`config.mk`:
```
export PLATFORM = sky130hd
export DESIGN_NAME = instr_fetch
export DESIGN_NICKNAME = d
export VERILOG_FILES = /design/src/rtl/instr_fetch.sv
export SDC_FILE = /design/constraint.sdc
export NUM_CORES = 1
export LEC_CHECK = 0
export CORE_MARGIN = 5
export CORE_UTILIZATION = 40
export CTS_BUF_LIST = sky130_fd_sc_hd__clkbuf_16
export DETAILED_ROUTE_END_ITERATION = 7
export GPL_TIMING_DRIVEN = 1
export PLACE_DENSITY = 0.65
export SYNTH_ARGS = -nofsm -noshare
export SYNTH_HDL_FRONTEND = slang
export SYNTH_SLANG_ARGS = --single-unit
```
`constraint.sdc`:
```
create_clock -name clk -period 3.6 [get_ports clk]
set_input_delay 0.72 -clock clk [delete_from_list [all_inputs] [get_ports clk]]
set_output_delay 0.72 -clock clk [all_outputs]
set_load 0.01 [all_outputs]
```
`src/rtl/instr_fetch.sv`:
```
// Instruction fetch stage: owns the PC, issues word reads to a synchronous
// instruction memory, buffers returned words in a 2-entry FIFO and presents
// the head (with its decoded R-type fields) under a valid/ready handshake.
`timescale 1ns/1ps

module instr_fetch #(
    parameter logic [31:0] RESET_PC  = 32'h0000_0000,
    parameter int          BUF_DEPTH = 2
) (
    input  logic        clk,
    input  logic        reset_n,
    input  logic        fetch_en,
    input  logic        redirect_valid,
    input  logic [31:0] redirect_pc,
    output logic        imem_req,
    output logic [31:0] imem_addr,
    input  logic [31:0] imem_rdata,
    output logic        out_valid,
    input  logic        out_ready,
    output logic [31:0] out_instr,
    output logic [31:0] out_pc,
    output logic [5:0]  Op,
    output logic [4:0]  rs,
    output logic [4:0]  rt,
    output logic [4:0]  rd,
    output logic [4:0]  shamt,
    output logic [5:0]  Func
);

    typedef enum logic {IDLE, RUN} state_t;

    state_t      state_reg, state_next;
    logic [31:0] pc_reg;
    logic [1:0]  count_reg;
    logic        inflight_reg;   // a request was accepted last cycle: imem_rdata is live now
    logic        drop_reg;
    logic [31:0] buf_instr_reg [BUF_DEPTH];
    logic [31:0] buf_pc_reg    [BUF_DEPTH];
    logic [31:0] resp_pc_reg;    // address belonging to the word now on imem_rdata

    logic        pop;
    logic        push;
    logic        shift;
    logic [2:0]  occupancy;
    logic [1:0]  wr_idx;
    logic [31:0] redirect_pc_aligned;

    assign redirect_pc_aligned = redirect_pc & ~32'h3;

    assign out_valid = (count_reg != 2'd0);
    assign pop       = out_valid & out_ready;

    // Occupancy after this cycle's pop, counting the word still in flight
    assign occupancy = {1'b0, count_reg} + {2'b00, inflight_reg} - {2'b00, pop};
    assign imem_req  = (state_reg == RUN) & fetch_en & ~redirect_valid
                       & (occupancy < 3'(BUF_DEPTH));
    assign imem_addr = pc_reg;

    // A redirect flushes the buffer, so neither push nor shift happen in that cycle
    assign push   = inflight_reg & ~drop_reg & ~redirect_valid;
    assign shift  = pop & ~redirect_valid;
    assign wr_idx = count_reg - {1'b0, shift};

    // Head presentation, forced to zero while the buffer is empty
    assign out_instr = out_valid ? buf_instr_reg[0] : 32'h0;
    assign out_pc    = out_valid ? buf_pc_reg[0]    : 32'h0;
    assign Op        = out_instr[31:26];
    assign rs        = out_instr[25:21];
    assign rt        = out_instr[20:16];
    assign rd        = out_instr[15:11];
    assign shamt     = out_instr[10:6];
    assign Func      = out_instr[5:0];

    // FSM state register
    always_ff @(posedge clk or negedge reset_n) begin
        if (!reset_n) state_reg <= IDLE;
        else          state_reg <= state_next;
    end

    // FSM next state: fetch_en alone moves between IDLE and RUN
    always_comb begin
        state_next = state_reg;
        case (state_reg)
            IDLE:    if (fetch_en)  state_next = RUN;
            RUN:     if (!fetch_en) state_next = IDLE;
            default: state_next = IDLE;
        endcase
    end

    // PC, occupancy and in-flight tracking; redirect has top priority
    always_ff @(posedge clk or negedge reset_n) begin
        if (!reset_n) begin
            pc_reg       <= RESET_PC;
            count_reg    <= 2'd0;
            inflight_reg <= 1'b0;
            drop_reg     <= 1'b0;
            resp_pc_reg  <= 32'h0;
        end else begin
            inflight_reg <= imem_req;
            if (imem_req) resp_pc_reg <= pc_reg;
            if (redirect_valid) begin
                pc_reg    <= redirect_pc_aligned;
                count_reg <= 2'd0;
                drop_reg  <= inflight_reg;
            end else begin
                if (imem_req) pc_reg <= pc_reg + 32'd4;
                count_reg <= count_reg + {1'b0, push} - {1'b0, pop};
                drop_reg  <= 1'b0;
            end
        end
    end

    // Buffer entries: entry 0 is the head; a pop shifts entry 1 down,
    // and a push writes the first slot free after that shift
    generate
        for (genvar gi = 0; gi < BUF_DEPTH; gi++) begin : g_entry
            always_ff @(posedge clk or negedge reset_n) begin
                if (!reset_n) begin
                    buf_instr_reg[gi] <= 32'h0;
                    buf_pc_reg[gi]    <= 32'h0;
                end else if (push && (wr_idx == 2'(gi))) begin
                    buf_instr_reg[gi] <= imem_rdata;
                    buf_pc_reg[gi]    <= resp_pc_reg;
                end else if (shift && (gi == 0)) begin
                    buf_instr_reg[gi] <= buf_instr_reg[BUF_DEPTH-1];
                    buf_pc_reg[gi]    <= buf_pc_reg[BUF_DEPTH-1];
                end
            end
        end
    endgenerate

endmodule

```
==> metrics.md <==
| Metric | Value |
|---|---|
| Slew margin rel. | `0.524` |
| Port bufs | `between 150 and 200` |
| Area delta synth->final | `28.6%` |
| H-tree levels | `4` |
| Clk_lat worst skew | `around 0.43 ns` |
| Part of the cycle the worst path needs | `0.971` |
| P per Cell Area | `approximately 620 mW/mm^2` |
| Post-synth ARST share | `1.00` |
| CTS tree | `built` |
| Sequential share of the synthesized area | `0.520` |
| Setup_tns | `0 ns` |
| Pins over their slew limit | `0` |
| Count leader, synth | `dfrtp_1` |
| Post-Synth Simple-Gate Area | `0.173` |
| Post-synth top area share | `0.520` |
| CP Data Arrival Time | `2.78 ns` |
| Unrepaired setup endpoints after global routing | `false` |
| Largest area contributor in the netlist | `dfrtp_1` |
| Tot GR Track Use | `0.168` |
| Post-Syn Area | `0.00910 mm^2` |
| Final setup violation count | `0` |
| Initial Util | `0.404` |
| # DRC | `0` |
| Complex-gate fraction of the synthesized area | `0.0808` |
| Worst-path fanout max | `2` |
| Post-synth cell types | `48` |
| Core ar. | `~0.023 mm^2` |
| XOR/XNOR Fraction of Synth Area | `0.00770` |
| I/O Pins | `between 150 and 200` |
| Post-synthesis mux area share | `0.147` |
| Initial antenna violation count | `0` |
| Share of cells above drive strength 1 | `0.127` |
| Post-CTS setup repair buffer count | `0` |
| Syn_area_per_cell | `roughly 10 um^2` |
| Root buffer cell | `clkbuf_16` |
| Startpoint Class | `flip-flop` |
| Tmin final | `3.50 ns` |
| # diodes | `0` |
| Synth cell count leaders | `189 x dfrtp_1, 175 x nand2_1, 85 x o21ai_0` |
| First-pass GRT wire length | `35,600 um` |
| CP Data Required Time | `2.88 ns` |
| Num Clock Sinks | `around 190` |
| Initial drt markers | `between 400 and 500` |
| Synth Warn # | `0` |
| EDFF count, synth | `0` |
| GP Congestion | `approximately 0.84` |
| Fin cells | `approximately 1,300` |
| Main synth FF type | `dfrtp_1` |
| Post-DR vias/cell | `around 5` |
| Height of the die | `between 150 and 200 um` |
| Synth Area in Adders | `0.00907` |
| CTS Buf Count | `17` |
| Via count of the first global-routing pass | `6,635` |
| Worst slew pin tran | `0.714 ns` |
| Clk buf depth | `2` |
| Outcome | `finished clean` |
| Row cnt | `55` |
| Pwr Total | `between 7 and 8 mW` |
| Fillers | `~2,000` |
| Post-Route WL | `approximately 22,000 um` |
| Dpl cells | `around 1,300` |
| Die area | `0.0259 mm^2` |
| Post-CTS Hold Fix Bufs | `0` |
| Register clock-pin slew on the reported worst setup and hold paths | `around 0.08 ns` |
| DRT Pass-1 Iters | `5` |
| Max Clock Skew | `around 0.014 ns` |
| Max-cap violations | `0` |
| Worst vdd ir | `0.290 mV` |
| Pin count of the biggest net entering global routing | `around 130` |
| Hold WC Path Type | `input port to asynchronous set/reset pin` |
| Largest family of logic cells by synthesized area | `simple AND/OR/NAND/NOR gates` |
| Critical path type | `flip-flop to primary output` |
| Final ANT Viol Nets | `0` |
| Max Fclk | `around 290 MHz` |
| Vias | `between 6,000 and 7,000` |
| Max FFs per register | `64` |
| Leakage power | `roughly 5.1 nW` |
| Synth top area cells | `dfrtp_1 52%, mux2_2 7.7%, nand2_1 7.2%` |
| # nets final | `about 1,100` |
| Number of cells produced by synthesis | `between 800 and 900` |
| DPL Wire Length | `14,400 um` |
| Wirelength per Cell | `between 15 and 20 um` |
| Gr ovfl total | `0` |
| Die width | `161 um` |
| CP endpoint kind | `primary output` |
| FF+latch count, synth | `189` |
| Fin. Hold Viols | `0` |
[routing by layer]
metal | up-vias | GRT usage | routed length [um]
li1 | 3276 | - | -
met1 | 3260 | 0.251 | 11000
met2 | 208 | 0.249 | 9380
met3 | 23 | 0.0313 | 1000
met4 | 0 | 0.0512 | 303
met5 | - | 0 | 0
[area by class of cell]
class,count,area [um^2],share of cell area
clock buffers,17,425,0.0364
clock inverters,15,183,0.0156
inverters,11,42.5,0.00364
multi-input cells,596,3840,0.328
flip-flops and latches,189,4730,0.404
well taps,285,357,0.0305
repair buffers,211,2120,0.181
[per-stage QoR]
stage	hold slack (ns)	util	setup WS, ns	area, um^2
floorplan	0.424	-	0.0254	9130
detailed placement	0.489	0.493	-0.340	11100
finish	0.324	0.520	0.104	11700
global placement	0.482	0.493	-0.337	11100
CTS	0.335	0.520	0.0171	11700
global route	0.367	0.520	0.00617	11700
[power by group]
part           internal, mW  total [mW]  switching [mW]
Combinational          1.04        1.95           0.908
Sequential             2.85        3.36           0.510
Clock                  1.05        1.93           0.872
Total                  4.94        7.23            2.29
[final timing paths]
kind	end	slack, ns	depth (start not counted)	start
max reg2reg	imem_addr[15]$_DFFE_PN0P_	0.35	13	count_reg[1]$_DFF_PN0_
min reg2reg	buf_pc_reg[38]$_DFFE_PN0P_	0.50	2	resp_pc_reg[6]$_DFFE_PN0P_
max in group asynchronous	count_reg[1]$_DFF_PN0_	2.44	2	reset_n
min	buf_instr_reg[55]$_DFFE_PN0P_	0.32	1	reset_n
min in group clk	buf_pc_reg[38]$_DFFE_PN0P_	0.50	2	resp_pc_reg[6]$_DFFE_PN0P_
max	imem_req	0.10	9	count_reg[1]$_DFF_PN0_
[cell families after synthesis]
family | count (synthesis)
buffers and inverters | 101
adders and majority gates | 6
muxes | 126
and+or+nand+nor | 325
xor gates and xnor gates | 8
DFF | 189
AOI/OAI and AO/OA | 127
other | 1
[what timing repair did]
action	CTS	global route
pin swaps	0	2
endpoints found under the hold margin	0	0
gates resized for setup	4	2
endpoints found under the setup margin	1	1
[critical path: stages, from the launching register on]
cell and delay [ns]:
dfrtp_2 0.40, or2_2 0.30, and2_4 0.17, ha_1 0.25, nand2b_1 0.15, fa_1 0.49, nand4b_1 0.10, or2_4 0.25
clkinv_2 0.05, clkdlybuf4s15_2 0.21
[layout by cell type (no fill, tap or decap), drive strengths merged, types with 5 or more instances in the layout]
cell type      synthesis  layout
nor2                  21      21
clkdlybuf4s50          0     189
and2                  69      69
and3                   7       7
o211ai                10      10
nand3                 19      19
nand2                177     177
mux2                  62      62
o311ai                 5       5
nor4                   5       5
buf                   61      19
a22oi                  5       5
dfrtp                189     189
o21ai                 85      85
clkinv                 1       8
inv                   10      16
clkbuf                29      18
nand4                 15      15
a21oi                  8       8
mux2i                 64      64
ha                     5       5
(Power assumes the default switching activity.)
